**src/rtl/cv32e40p_tmr_pkg.sv**
```systemverilog
// Shared types and helpers for the TMR fault controller: controller states,
// replica identifiers and small replica-vector helpers.
package cv32e40p_tmr_pkg;

  // Controller states: normal voting, resync outstanding, unrecoverable.
  typedef enum logic [1:0] {
    TMR_IDLE  = 2'd0,
    TMR_REQ   = 2'd1,
    TMR_FATAL = 2'd2
  } tmr_state_e;

  // Replica identifier as reported by the voter.
  typedef logic [1:0] replica_id_t;

  // Voter code meaning "all three replicas disagree".
  localparam replica_id_t REPLICA_ALL = 2'd3;

  // Number of replicas being voted.
  localparam int unsigned NUM_REPLICAS = 3;

  // One-hot select of a replica; REPLICA_ALL maps to an empty mask.
  function automatic logic [NUM_REPLICAS-1:0] id_mask(input replica_id_t id);
    return 3'b001 << id;
  endfunction

  // Lowest-numbered set bit of a replica vector (0 when the vector is empty).
  function automatic replica_id_t lowest_set(input logic [NUM_REPLICAS-1:0] vec);
    replica_id_t id;
    id = 2'd0;
    for (int k = NUM_REPLICAS - 1; k >= 0; k--) begin
      if (vec[k]) begin
        id = replica_id_t'(k);
      end
    end
    return id;
  endfunction

endpackage

```
**src/rtl/cv32e40p_tmr_err_cnt.sv**
```systemverilog
// Per-replica error counter: clear has priority, increments saturate at the
// all-ones value and decrements stop at zero so decay can never underflow.
module cv32e40p_tmr_err_cnt
  import cv32e40p_tmr_pkg::*;
#(
  parameter int unsigned CNT_W = 4
) (
  input  logic             clk,
  input  logic             rst_n,
  input  logic             clr_i,
  input  logic             inc_i,
  input  logic             dec_i,
  output logic [CNT_W-1:0] cnt_o
);

  localparam logic [CNT_W-1:0] CNT_MAX = {CNT_W{1'b1}};
  localparam logic [CNT_W-1:0] CNT_ONE = CNT_W'(1);

  logic [CNT_W-1:0] cnt_d;
  logic [CNT_W-1:0] cnt_q;

  // Next count: clear, then saturating increment, then floored decrement.
  always_comb begin
    cnt_d = cnt_q;
    if (clr_i) begin
      cnt_d = '0;
    end else if (inc_i) begin
      if (cnt_q != CNT_MAX) begin
        cnt_d = cnt_q + CNT_ONE;
      end else begin
        cnt_d = cnt_q;
      end
    end else if (dec_i) begin
      if (cnt_q != '0) begin
        cnt_d = cnt_q - CNT_ONE;
      end else begin
        cnt_d = cnt_q;
      end
    end else begin
      cnt_d = cnt_q;
    end
  end

  // Count register.
  always_ff @(posedge clk or negedge rst_n) begin
    if (!rst_n) begin
      cnt_q <= '0;
    end else begin
      cnt_q <= cnt_d;
    end
  end

  assign cnt_o = cnt_q;

endmodule

```
**src/rtl/cv32e40p_tmr_fault_ctrl.sv**
```systemverilog
// TMR fault controller: counts voter disagreements per replica, requests a
// resync (stalling the core) once a replica crosses the threshold, decays
// counts during long fault-free stretches and escalates to a sticky FATAL
// state on all-disagree, a second bad replica, or a missing resync ack.
module cv32e40p_tmr_fault_ctrl
  import cv32e40p_tmr_pkg::*;
#(
  parameter int unsigned ERR_THRESH   = 4,
  parameter int unsigned CNT_W        = 4,
  parameter int unsigned DECAY_PERIOD = 1024,
  parameter int unsigned ACK_TIMEOUT  = 256
) (
  input  logic                      clk,
  input  logic                      rst_n,
  input  logic                      fault_i,
  input  logic [1:0]                fault_id_i,
  input  logic                      clear_i,
  output logic                      resync_req_o,
  output logic [1:0]                resync_id_o,
  input  logic                      resync_ack_i,
  output logic                      stall_o,
  output logic                      fatal_o,
  output logic [3*CNT_W-1:0]        err_cnt_o
);

  // A threshold of zero would request resync forever; one above the counter
  // range could never be reached.
  if ((ERR_THRESH == 0) || (ERR_THRESH > (2 ** CNT_W) - 1)) begin : g_thresh_chk
    $error("ERR_THRESH must lie in 1..2^CNT_W-1");
  end

  localparam int unsigned DECAY_W = (DECAY_PERIOD > 1) ? $clog2(DECAY_PERIOD) : 1;
  localparam int unsigned TO_W    = (ACK_TIMEOUT > 1) ? $clog2(ACK_TIMEOUT) : 1;

  localparam logic [DECAY_W-1:0] DECAY_LAST = DECAY_W'(DECAY_PERIOD - 1);
  localparam logic [TO_W-1:0]    TO_LAST    = TO_W'(ACK_TIMEOUT - 1);
  localparam logic [CNT_W-1:0]   THRESH_C   = CNT_W'(ERR_THRESH);

  tmr_state_e                              state_d;
  tmr_state_e                              state_q;
  replica_id_t                             id_d;
  replica_id_t                             id_q;
  logic [TO_W-1:0]                         to_d;
  logic [TO_W-1:0]                         to_q;
  logic [DECAY_W-1:0]                      decay_d;
  logic [DECAY_W-1:0]                      decay_q;

  logic [NUM_REPLICAS-1:0][CNT_W-1:0]      cnt_s;
  logic [NUM_REPLICAS-1:0]                 over_s;
  logic [NUM_REPLICAS-1:0]                 fault_mask_s;
  logic [NUM_REPLICAS-1:0]                 other_mask_s;
  logic [NUM_REPLICAS-1:0]                 inc_s;
  logic [NUM_REPLICAS-1:0]                 dec_s;
  logic [NUM_REPLICAS-1:0]                 clr_s;
  logic                                    fault_all_s;

  // One saturating counter per replica; over_s flags replicas at threshold.
  for (genvar g = 0; g < NUM_REPLICAS; g++) begin : g_cnt
    cv32e40p_tmr_err_cnt #(
      .CNT_W (CNT_W)
    ) u_err_cnt (
      .clk   (clk),
      .rst_n (rst_n),
      .clr_i (clr_s[g]),
      .inc_i (inc_s[g]),
      .dec_i (dec_s[g]),
      .cnt_o (cnt_s[g])
    );
    assign over_s[g] = (cnt_s[g] >= THRESH_C);
  end

  assign fault_all_s  = fault_i && (fault_id_i == REPLICA_ALL);
  assign fault_mask_s = fault_i ? id_mask(fault_id_i) : 3'b000;
  // Replicas other than the one currently being resynced.
  assign other_mask_s = ~id_mask(id_q);

  // Controller next state, counter commands, decay and ack-timeout timers.
  always_comb begin
    state_d = state_q;
    id_d    = id_q;
    to_d    = to_q;
    decay_d = decay_q;
    inc_s   = 3'b000;
    dec_s   = 3'b000;
    clr_s   = 3'b000;
    if (clear_i) begin
      state_d = TMR_IDLE;
      id_d    = 2'd0;
      to_d    = '0;
      decay_d = '0;
      clr_s   = 3'b111;
    end else if (fault_all_s) begin
      state_d = TMR_FATAL;
      to_d    = '0;
      decay_d = '0;
    end else begin
      case (state_q)
        TMR_IDLE: begin
          inc_s = fault_mask_s;
          to_d  = '0;
          // A fault restarts the quiet window, so it can never meet a tick.
          if (fault_i) begin
            decay_d = '0;
          end else if (decay_q == DECAY_LAST) begin
            decay_d = '0;
            dec_s   = 3'b111;
          end else begin
            decay_d = decay_q + DECAY_W'(1);
          end
          if (|over_s) begin
            state_d = TMR_REQ;
            id_d    = lowest_set(over_s);
          end else begin
            state_d = TMR_IDLE;
          end
        end
        TMR_REQ: begin
          // The replica under resync is known bad; its faults carry no news.
          inc_s   = fault_mask_s & other_mask_s;
          decay_d = '0;
          if (|(over_s & other_mask_s)) begin
            state_d = TMR_FATAL;
            to_d    = '0;
          end else if (resync_ack_i) begin
            state_d = TMR_IDLE;
            to_d    = '0;
            clr_s   = id_mask(id_q);
          end else if (to_q == TO_LAST) begin
            state_d = TMR_FATAL;
            to_d    = '0;
          end else begin
            to_d = to_q + TO_W'(1);
          end
        end
        TMR_FATAL: begin
          to_d    = '0;
          decay_d = '0;
        end
        default: begin
          state_d = TMR_FATAL;
          to_d    = '0;
          decay_d = '0;
        end
      endcase
    end
  end

  // Controller state and timer registers.
  always_ff @(posedge clk or negedge rst_n) begin
    if (!rst_n) begin
      state_q <= TMR_IDLE;
      id_q    <= 2'd0;
      to_q    <= '0;
      decay_q <= '0;
    end else begin
      state_q <= state_d;
      id_q    <= id_d;
      to_q    <= to_d;
      decay_q <= decay_d;
    end
  end

  // Outputs are pure decodes of registered state, so reset clears them at once.
  assign resync_req_o = (state_q == TMR_REQ);
  assign resync_id_o  = (state_q == TMR_REQ) ? id_q : 2'd0;
  assign stall_o      = (state_q == TMR_REQ) || (state_q == TMR_FATAL);
  assign fatal_o      = (state_q == TMR_FATAL);
  assign err_cnt_o    = cnt_s;

endmodule

```
**config.mk**
```make
export PLATFORM = sky130hd
export DESIGN_NAME = cv32e40p_tmr_fault_ctrl
export DESIGN_NICKNAME = d
export VERILOG_FILES = /design/src/rtl/cv32e40p_tmr_pkg.sv /design/src/rtl/cv32e40p_tmr_err_cnt.sv /design/src/rtl/cv32e40p_tmr_fault_ctrl.sv
export SDC_FILE = /design/constraint.sdc
export NUM_CORES = 1
export LEC_CHECK = 0
export CAP_MARGIN = 30
export CELL_PAD_IN_SITES_DETAIL_PLACEMENT = 1
export CELL_PAD_IN_SITES_GLOBAL_PLACEMENT = 2
export CORE_MARGIN = 2
export CORE_UTILIZATION = 38
export CTS_CLUSTER_DIAMETER = 100
export DETAILED_ROUTE_END_ITERATION = 6
export PLACE_DENSITY_LB_ADDON = 0.1
export SETUP_SLACK_MARGIN = 0.4
export SYNTH_ARGS = -nofsm -noshare
export SYNTH_HDL_FRONTEND = slang
export SYNTH_HIERARCHICAL = 1
export SYNTH_SLANG_ARGS = --single-unit
```
**constraint.sdc**
```tcl
create_clock -name clk -period 8.7 [get_ports clk]
set_input_delay 0.87 -clock clk [delete_from_list [all_inputs] [get_ports clk]]
set_output_delay 0.87 -clock clk [all_outputs]
set_load 0.03 [all_outputs]
```
==> summary.md, run 1 <==
* **run status** finished, final reports clean
* **number of cells traversed by the worst hold path** 1
* **count of state elements after synthesis** 34
* **Pre-antenna DRT Iters** 4
* **transition time at the pin with the least slew margin** 470 ps
* **number of antenna violations at the first check in global routing** 0
* **yosys synthesis warning count** 6
* **start point of the critical path** clear_i
* **area of the die** 6650 um2
* **launch instance of the worst min-delay path** decay_q[0]
* **Avg Vias per Cell** 5.42
* **clock latency at the later pin of the worst-skew pair** 290 ps
* **number of enable flip-flop cells after synthesis** 0
* **count of final hold-check violations** 0
* **unrepaired setup endpoints after global routing** false
* **final clock skew** 5.60 ps
* **Buffers & Inverters on Critical Path** 2
* **worst r2r path cells** 8
* **type of the setup path with the least slack** in2reg
* **Post CTS Setup Buffer Count** 0
* **setup TNS** 0 ps
* **asr flop ratio synth** 100%
* **nets@finish** 298
* **I/O pin count** 24
* **Cell Chain, Critical Path** clkdlybuf4s50_1 > nor2_1 > nand2_1 > nor2_1 > o31a_1 > inv_1 > ha_1 > a21o_2 > a21oi_1 > o211ai_1 > o41ai_1
* **worst stage delay on the critical path** 630 ps
* **period utilization** 35.9%
* **final slew viol count** 0
* **Final WS setup** 5580 ps
* **leading register cell type out of synthesis** sky130_fd_sc_hd__dfrtp_1
* **clock-pin slew on the worst setup and hold paths** 70 ps
* **die width** 81.5 um
* **static leakage power** 1.10 nW
* **sequential fraction of the synthesis area** 37.2%
* **synthesized area divided by synthesized cell count** 9.25 um2
* **minimum setup slack after placement** 5220 ps
* **fraction of layout cells with a size suffix above 1** 14.7%
* **RR Startpoint** state_q[0]
* **main area contributors after synthesis** sky130_fd_sc_hd__dfrtp_1, sky130_fd_sc_hd__nor2_1, sky130_fd_sc_hd__ha_1
* **cell type group with the largest total delay on the critical path** compound AO/OA/AOI/OAI gates
* **post-synthesis cell count** 247
* **clk root buf** sky130_fd_sc_hd__clkbuf_8
* **final core occ** 46.1%
* **number of routed nets with antenna violations** 0
* **pin count of the biggest net entering global routing** 35
* **category of the worst setup path launch point** input port
* **wire length of the first global-routing pass** 9700 um
* **final setup vio count** 0
* **Core Rows** 28
* **worst-path fanout max** 13
* **H-Tree Depth** 2
* **Yosys top cell area share** 37.2%
* **vias** 1,914
* **number of port buffers** 23
* **count of clock tree sinks** 34
* **maximum clock frequency** 0.320 GHz
* **wire length after detailed routing** 5450 um
* **data arrival time at the worst-slack endpoint** 3300 ps
* **routability cong.** 0.755
* **Slowest-stage cell, CP** sky130_fd_sc_hd__clkdlybuf4s50_1
* **signed area change from the synthesized netlist to the final layout** 18.0%
* **CTS tree** yes
* **DRC viols** 0
* **HPWL after detailed placement** 4010 um
* **data required time at the worst endpoint** 8880 ps
* **drt first-iter violations** 79
* **Maximum Capacitance Violations** 0
* **number of buffers added by the clock tree synthesis step** 5
* **Netlist cell types** 50
* **drt wl/cell** 15.5 um
* **post-synth net total** 268
* **worst max-slew margin expressed relative to the limit** 68.6%
* **diode insertion count for antenna repair** 0
* **ratio of total power to cell area** 137 nW/um2
* **number of cells on the critical path** 11
* **power after layout** 0.368 mW
* **starting density of the core** 39.1%
* **maximum vdd drop** 0.0000631 V
* **vias in the first global route** 1,966
* **floorplan core area** 5850 um2
* **critical path capture point type** flop
* **remaining global-route overflow** 0
* **min Tclk post-route** 3120 ps
* **largest area contributor in the netlist** sky130_fd_sc_hd__dfrtp_1
* **Critical Path Most Common Cell** sky130_fd_sc_hd__nor2_1
* **worst min-delay path category** reg2reg
* **hold bufs inserted after CTS** 0
* **area of the mapped netlist** 2280 um2
* **number of gates given a new drive strength after cts** 0
* **height of the chip** 81.5 um
* **number of buffers on the longest clock path** 2
* **GRT Total Usage** 19.0%
-- worst register-to-register path, cell delays in order (launching register included) --
cell and delay, ps:
sky130_fd_sc_hd__dfrtp_1 390, sky130_fd_sc_hd__inv_1 140, sky130_fd_sc_hd__ha_1 350, sky130_fd_sc_hd__or3b_2 560
sky130_fd_sc_hd__nor2_1 410, sky130_fd_sc_hd__buf_4 270, sky130_fd_sc_hd__a21oi_2 90, sky130_fd_sc_hd__or2_2 270
sky130_fd_sc_hd__a21oi_1 150
-- cell usage after synthesis (all sizes together), types with 2 or more instances --
cell,n
xnor2,6
and2,3
and3,2
o32ai,3
nor3,2
inv,16
buf,2
xor2,10
a21o,8
nor2b,5
a21oi,13
o21ai,5
or3b,2
or4,5
or2,5
o41ai,6
o311a,3
fa,3
nand3,13
o31ai,3
o211ai,5
and2b,3
a221oi,3
ha,11
nor2,42
a21boi,3
nand2,15
dfrtp,34
-- per-layer routing --
layer	global-route usage [%]	up-vias	share of wire [%]
met5	0	-	0
met4	5.59	0	1.2
met3	3.30	7	1.9
met2	28.4	20	45
met1	27.8	942	52
li1	-	945	-
-- cell type report --
class                   instances  area, um2
clock buffers                   7       86.3
flip-flops and latches         34        851
clock inverters                 1       5.00
multi-input cells             194       1350
repair buffers                 26        253
well taps                      75       93.8
inverters                      16       60.1
fillers                       699       3150
-- flip-flops by register name, summed over array words and instances (netlist names) --
register / count
state_q: 2
to_q: 8
id_q: 2
g_cnt.u_err_cnt/cnt_o: 12
decay_q: 10
-- cells in the final DEF (no fill, tap or decap), types with 3 or more instances in the layout --
cell type and count:
sky130_fd_sc_hd__nor2_1 42, sky130_fd_sc_hd__dfrtp_1 34, sky130_fd_sc_hd__clkdlybuf4s50_1 23, sky130_fd_sc_hd__inv_1 16
sky130_fd_sc_hd__nand2_1 15, sky130_fd_sc_hd__nand3_1 13, sky130_fd_sc_hd__ha_1 11, sky130_fd_sc_hd__xor2_1 10
sky130_fd_sc_hd__a21oi_1 9, sky130_fd_sc_hd__xnor2_1 6, sky130_fd_sc_hd__clkbuf_8 6, sky130_fd_sc_hd__o41ai_1 6
sky130_fd_sc_hd__or2_2 5, sky130_fd_sc_hd__nor2b_1 5, sky130_fd_sc_hd__a21o_2 4, sky130_fd_sc_hd__a21o_1 4
sky130_fd_sc_hd__o21ai_0 4, sky130_fd_sc_hd__o211ai_1 4, sky130_fd_sc_hd__or4_1 4, sky130_fd_sc_hd__a21oi_2 4
sky130_fd_sc_hd__and2b_2 3, sky130_fd_sc_hd__o32ai_1 3, sky130_fd_sc_hd__o311a_2 3, sky130_fd_sc_hd__a21boi_0 3
sky130_fd_sc_hd__o31ai_1 3, sky130_fd_sc_hd__a221oi_2 3, sky130_fd_sc_hd__fa_1 3, sky130_fd_sc_hd__buf_4 3
-- final timing paths --
kind	endpoint	slack [ps]
max in group asynchronous	g_cnt[1].u_err_cnt/cnt_o[1]	7360
worst max-delay path	g_cnt[0].u_err_cnt/cnt_o[3]	5580
worst min register to register	decay_q[0]	500
worst min-delay path	decay_q[0]	500
min in group asynchronous	g_cnt[2].u_err_cnt/cnt_o[0]	990
worst max register to register	g_cnt[1].u_err_cnt/cnt_o[0]	5990
-- metrics by stage --
step / instances / area (um2) / hold WS [ps]
2_1_floorplan: 247 / 2280 / 455
3_3_place_gp: 344 / 2600 / 491
3_5_place_dp: 345 / 2610 / 490
4_1_cts: 353 / 2700 / 509
5_1_grt: 353 / 2700 / 562
6_report: 353 / 2700 / 503
-- logic make-up after synthesis --
group,synth area share [%]
buffers and inverters,3.78
XOR/XNOR,6.13
AO/OA/AOI/OAI,21.4
flip-flops,37.2
adder cells (fa/ha/maj),8.65
AND/OR/NAND/NOR,22.8
-- where the power goes --
| part | total [mW] | internal [mW] | switching [mW] | leakage (nW) |
|---|---|---|---|---|
| Clock | 0.124 | 0.0639 | 0.0597 | 0.0482 |
| Combinational | 0.0751 | 0.0305 | 0.0446 | 0.580 |
| Sequential | 0.169 | 0.162 | 0.00698 | 0.472 |
| Total | 0.368 | 0.257 | 0.111 | 1.10 |
No activity file was read; power rests on OpenSTA's default activity.
==> run 2: changes to the inputs <==
--- a/config.mk
+++ b/config.mk
@@ -9,7 +9,7 @@
 export CELL_PAD_IN_SITES_DETAIL_PLACEMENT = 1
 export CELL_PAD_IN_SITES_GLOBAL_PLACEMENT = 2
 export CORE_MARGIN = 2
-export CORE_UTILIZATION = 38
+export CORE_UTILIZATION = 35
 export CTS_CLUSTER_DIAMETER = 100
 export DETAILED_ROUTE_END_ITERATION = 6
 export PLACE_DENSITY_LB_ADDON = 0.1
==> constraint.sdc (replaced) <==
create_clock -name clk -period 3 [get_ports clk]
set_input_delay 0.3 -clock clk [delete_from_list [all_inputs] [get_ports clk]]
set_output_delay 0.3 -clock clk [all_outputs]
set_load 0.03 [all_outputs]
==> summary.md, run 2 (same netlist as run 1, synthesis figures left out) <==
* **height of the chip** 84.8 um
* **transition time at the pin with the least slew margin** 533 ps
* **area of the die** 7190 um2
* **unrepaired setup endpoints after global routing** false
* **portion of total power attributed to the clock network** 32.5%
* **DRC viols** 0
* **switching component of the power** 0.334 mW
* **worst stage delay on the critical path** 550 ps
* **vias** 1,934
* **final clock skew** 5.76 ps
* **floorplan core area** 6310 um2
* **I/O pin count** 24
* **filler instances** 746
* **worst-path fanout max** 10
* **data arrival time at the worst-slack endpoint** 2580 ps
* **count of clock tree sinks** 34
* **maximum clock frequency** 0.422 GHz
* **Post CTS Setup Buffer Count** 0
* **maximum vdd drop** 0.000203 V
* **H-Tree Depth** 2
* **clock-pin slew on the worst setup and hold paths** 70 ps
* **commonest non-fill, non-tap cells in the layout** sky130_fd_sc_hd__nor2_1, sky130_fd_sc_hd__dfrtp_1, sky130_fd_sc_hd__clkdlybuf4s50_1
* **GRT Total Usage** 16.9%
* **Avg Vias per Cell** 5.39
* **number of buffers added by the clock tree synthesis step** 5
* **signed area change from the synthesized netlist to the final layout** 20.3%
* **data required time at the worst endpoint** 3210 ps
* **power after layout** 1.06 mW
* **routability cong.** 0.749
* **diode insertion count for antenna repair** 0
* **share of power burned in registers** 46.3%
* **cell internal power dissipation** 0.727 mW
* **drt first-iter violations** 51
* **number of port buffers** 23
* **starting density of the core** 36.2%
* **wire length after detailed routing** 5590 um
* **wire length of the first global-routing pass** 9820 um
* **Cell Chain, Critical Path** inv_1 > ha_2 > or3b_2 > nor2_1 > buf_4 > a21oi_2 > or2_2 > a21oi_1
* **setup TNS** 0 ps
* **run status** finished, final reports clean
* **HPWL after detailed placement** 4150 um
* **number of buffers on the longest clock path** 2
* **number of routed nets with antenna violations** 0
* **proportion of power drawn by combinational gates** 21.3%
* **category of the worst setup path launch point** flop
* **worst min-delay path category** in2async
* **static leakage power** 1.11 nW
* **clk root buf** sky130_fd_sc_hd__clkbuf_8
* **Pre-antenna DRT Iters** 4
* **nets@finish** 302
* **min Tclk post-route** 2370 ps
* **RR Startpoint** state_q[0]
* **Core Rows** 29
* **flop2flop setup slack** 630 ps
* **remaining global-route overflow** 0
* **number of antenna violations at the first check in global routing** 0
* **final slew viol count** 0
* **number of flip-flops in the largest register** 12
* **final setup vio count** 0
* **fraction of layout cells with a size suffix above 1** 17.7%
* **final core occ** 43.5%
* **reg-to-reg critical path endpoint** g_cnt[0].u_err_cnt/cnt_o[0]
* **Maximum Capacitance Violations** 0
* **vias in the first global route** 2,027
* **die width** 84.8 um
* **type of the setup path with the least slack** reg2reg
* **clock latency at the later pin of the worst-skew pair** 290 ps
* **worst r2r path cells** 8
* **Final WS setup** 629 ps
* **ratio of total power to cell area** 386 nW/um2
* **pin count of the biggest net entering global routing** 35
* **period utilization** 79.0%
* **critical path capture point type** flop
* **hold bufs inserted after CTS** 0
* **Slowest-stage cell, CP** sky130_fd_sc_hd__or3b_2
* **worst max-slew margin expressed relative to the limit** 64.4%
* **CTS tree** yes
* **drt wl/cell** 15.6 um
* **commonest non-fill, non-tap cell in the layout** sky130_fd_sc_hd__nor2_1
* **Net Sw Frac** 31.5%
* **minimum setup slack after placement** 375 ps
* **count of final hold-check violations** 0
## run 2: changes by cell type in the layout (fill, tap and decap cells not counted), sizes merged
cell / delta
clkinvlp: +1
clkinv: +1
buf: +4
clkbuf: -2
## run 2: cell type report
class | count | area, um2 | area share (%)
Sequential cell | 34 | 851 | 31.0
Clock buffer | 5 | 68.8 | 2.50
Inverter | 16 | 60.1 | 2.18
Tap cell | 77 | 96.3 | 3.50
Multi-Input combinational cell | 194 | 1370 | 49.8
Clock inverter | 3 | 21.3 | 0.774
Timing Repair Buffer | 30 | 283 | 10.3
## run 2: metal layers
layer | GRT usage (%) | wire length, um
met1 | 24.8 | 2870
met2 | 25.8 | 2550
met3 | 3.05 | 127
met4 | 4.33 | 46
met5 | 0 | 0
## run 2: timing repair
item,in CTS,in global routing
resized for setup,0,2
endpoints found under the hold margin,0,0
endpoints found under the setup margin,0,4
## run 2: stage by stage
stage | hold slack [ps] | area [um2] | cells
finish | 432 | 2750 | 359
global route | 465 | 2750 | 359
CTS | 444 | 2750 | 359
detailed placement | 484 | 2660 | 351
floorplan | 4.41 | 2300 | 247
global placement | 480 | 2660 | 351
## run 2: worst max path at each step
stage,from,endpoint,depth (start not counted)
after detailed placement,clear_i,g_cnt[2].u_err_cnt/cnt_o[3],9
after global placement,clear_i,g_cnt[2].u_err_cnt/cnt_o[3],9
after CTS,state_q[0],g_cnt[0].u_err_cnt/cnt_o[0],8
after floorplan,state_q[0],g_cnt[0].u_err_cnt/cnt_o[0],8
after global routing,state_q[1],g_cnt[2].u_err_cnt/cnt_o[3],10
final,state_q[0],g_cnt[0].u_err_cnt/cnt_o[0],8
## run 2: critical path, delay by kind of cell (launching register included)
kind | cells | cell delay (ps)
and+or+nand+nor | 3 | 1020
buffers and inverters | 2 | 360
DFF | 1 | 390
adders and majority gates | 1 | 290
AOI/OAI and AO/OA | 2 | 240
## run 2: power groups by stage
stage | registers, mW | clock network, mW | logic [mW]
after floorplan | 0.505 | 0 | 0.140
after global placement | 0.500 | 0 | 0.227
after detailed placement | 0.500 | 0 | 0.228
after CTS | 0.491 | 0.361 | 0.229
after global routing | 0.494 | 0.382 | 0.251
final | 0.491 | 0.344 | 0.226
==> run 3: changes to the inputs <==
--- a/config.mk
+++ b/config.mk
@@ -9,7 +9,7 @@
 export CELL_PAD_IN_SITES_DETAIL_PLACEMENT = 1
 export CELL_PAD_IN_SITES_GLOBAL_PLACEMENT = 2
 export CORE_MARGIN = 2
-export CORE_UTILIZATION = 35
+export CORE_UTILIZATION = 32
 export CTS_CLUSTER_DIAMETER = 100
 export DETAILED_ROUTE_END_ITERATION = 6
 export PLACE_DENSITY_LB_ADDON = 0.1
==> constraint.sdc (replaced) <==
create_clock -name clk -period 2.06 [get_ports clk]
set_input_delay 0.206 -clock clk [delete_from_list [all_inputs] [get_ports clk]]
set_output_delay 0.206 -clock clk [all_outputs]
set_load 0.03 [all_outputs]
==> summary.md, run 3 (same netlist as run 1, synthesis figures left out) <==
* **CTS tree** yes
* **number of antenna violations at the first check in global routing** 0
* **worst max-slew margin expressed relative to the limit** 68.3%
* **remaining global-route overflow** 0
* **routability cong.** 0.762
* **maximum vdd drop** 0.000269 V
* **data required time at the worst endpoint** 2250 ps
* **drt first-iter violations** 84
* **number of port buffers** 23
* **ratio of total power to cell area** 495 nW/um2
* **count of final hold-check violations** 0
* **critical path capture point type** flop
* **Avg Vias per Cell** 5.09
* **combined area of the multi-input logic cells** 1730 um2
* **diode insertion count for antenna repair** 0
* **drt wl/cell** 16.9 um
* **power after layout** 1.80 mW
* **worst stage delay on the critical path** 410 ps
* **final slew viol count** 0
* **cell type group with the largest total delay on the critical path** simple AND/OR/NAND/NOR gates
* **fraction of layout cells with a size suffix above 1** 50.3%
* **signed area change from the synthesized netlist to the final layout** 58.9%
* **min Tclk post-route** 2100 ps
* **setup TNS** -124 ps
* **Design Area, Final** 3630 um2
* **height of the chip** 88.5 um
* **worst-path fanout max** 6
* **GRT Total Usage** 18.7%
* **wire length of the first global-routing pass** 11,300 um
* **DRC viols** 0
* **failing checks** negative setup slack
* **vias in the first global route** 2,274
* **floorplan core area** 6870 um2
* **clk root buf** sky130_fd_sc_hd__clkbuf_8
* **filler instances** 772
* **number of cells on the critical path** 10
* **reg-to-reg critical path endpoint** g_cnt[0].u_err_cnt/cnt_o[3]
* **transition time at the pin with the least slew margin** 476 ps
* **final clock skew** 5.89 ps
* **area of the die** 7830 um2
* **starting density of the core** 33.3%
* **die width** 88.5 um
* **final core occ** 52.9%
* **Maximum Capacitance Violations** 0
* **Critical Path Most Common Cell** sky130_fd_sc_hd__buf_12
* **worst slack on hold paths** 330 ps
* **maximum clock frequency** 0.476 GHz
* **commonest non-fill, non-tap cell in the layout** sky130_fd_sc_hd__buf_4
* **number of buffers on the longest clock path** 2
* **Cell Chain, Critical Path** inv_2 > buf_12 > ha_4 > or3b_4 > nor2_4 > buf_12 > buf_6 > o311a_4 > o211ai_1 > o41ai_1
* **cell area after placement** 3010 um2
* **unrepaired setup endpoints after global routing** true
* **Final WS setup** -40.2 ps
* **run status** complete, but fails checks
* **Critical path destination** g_cnt[0].u_err_cnt/cnt_o[3]
* **number of buffers added by the clock tree synthesis step** 5
* **data arrival time at the worst-slack endpoint** 2290 ps
* **pin count of the biggest net entering global routing** 35
* **period utilization** 102%
* **H-Tree Depth** 2
* **Pre-antenna DRT Iters** 4
* **final setup vio count** 6
* **Buffers & Inverters on Critical Path** 4
* **type of the setup path with the least slack** reg2reg
* **Core Rows** 30
* **worst min-delay path category** in2async
* **start point of the critical path** state_q[1]
* **count of clock tree sinks** 34
* **wire length after detailed routing** 7280 um
* **HPWL after detailed placement** 4590 um
* **category of the worst setup path launch point** flop
* **commonest non-fill, non-tap cells in the layout** sky130_fd_sc_hd__buf_4, sky130_fd_sc_hd__dfrtp_1, sky130_fd_sc_hd__nor2_1
* **worst r2r path cells** 10
* **I/O pin count** 24
* **clock latency at the later pin of the worst-skew pair** 300 ps
* **vias** 2,199
* **flip-flop and latch area** 855 um2
* **number of routed nets with antenna violations** 0
* **hold bufs inserted after CTS** 0
* **Slowest-stage cell, CP** sky130_fd_sc_hd__or3b_4
* **clock-pin slew on the worst setup and hold paths** 80 ps
* **flop2flop setup slack** -40 ps
* **static leakage power** 1.54 nW
* **nets@finish** 356
* **RR Startpoint** state_q[1]
* **number of flip-flops in the largest register** 12
-- run 3: through the flow --
stage / setup WS, ps / std cells
finish: -40.2 / 432
global route: -138 / 432
CTS: -24.8 / 424
detailed placement: -193 / 403
global placement: -115 / 403
floorplan: -173 / 247
-- run 3: worst min path at each step --
| stage | startpoint | to | slack (ps) | cells after the start |
|---|---|---|---|---|
| floorplan | rst_n | decay_q[0] | -90 | 0 |
| finish | rst_n | to_q[7] | 330 | 2 |
| global route | rst_n | to_q[2] | 380 | 2 |
| global placement | to_q[0] | to_q[0] | 500 | 1 |
| detailed placement | to_q[0] | to_q[0] | 510 | 1 |
| CTS | rst_n | decay_q[0] | 350 | 2 |
-- run 3: repair_timing --
item / 4_1_cts / 5_1_grt
gates cloned: 1 / 0
pin swaps: 22 / 21
endpoints found under the setup margin: 45 / 32
setup buffers: 12 / 8
hold endpoints to repair: 0 / 0
gates resized for setup: 73 / 48
-- run 3: final cells by class --
cell class	instances	area share (%)
Multi-Input combinational cell	194	47.6
Sequential cell	34	23.5
Timing Repair Buffer	84	21.3
Tap cell	96	3.31
Clock buffer	6	2.27
Inverter	16	1.72
Clock inverter	2	0.345
-- run 3: power breakdown --
part / switching (mW) / internal, mW
clock network: 0.280 / 0.269
logic: 0.277 / 0.259
registers: 0.0262 / 0.686
-- run 3: worst register-to-register path, cell delays in order, from the launching register on --
cell and delay (ps):
sky130_fd_sc_hd__dfrtp_1 400, sky130_fd_sc_hd__inv_2 120, sky130_fd_sc_hd__buf_12 120, sky130_fd_sc_hd__ha_4 170
sky130_fd_sc_hd__or3b_4 420, sky130_fd_sc_hd__nor2_4 160, sky130_fd_sc_hd__buf_12 170, sky130_fd_sc_hd__buf_6 120
sky130_fd_sc_hd__o311a_4 190, sky130_fd_sc_hd__o211ai_1 80, sky130_fd_sc_hd__o41ai_1 70
-- run 3: per-layer routing --
layer / track usage (%) / part of all wire (%) / vias up
met5: 0 / 0 / -
met4: 6.47 / 2.6 / 0
met3: 2.61 / 2.2 / 15
met2: 31.0 / 49 / 34
met1: 25.0 / 46 / 1094
li1: - / - / 1056
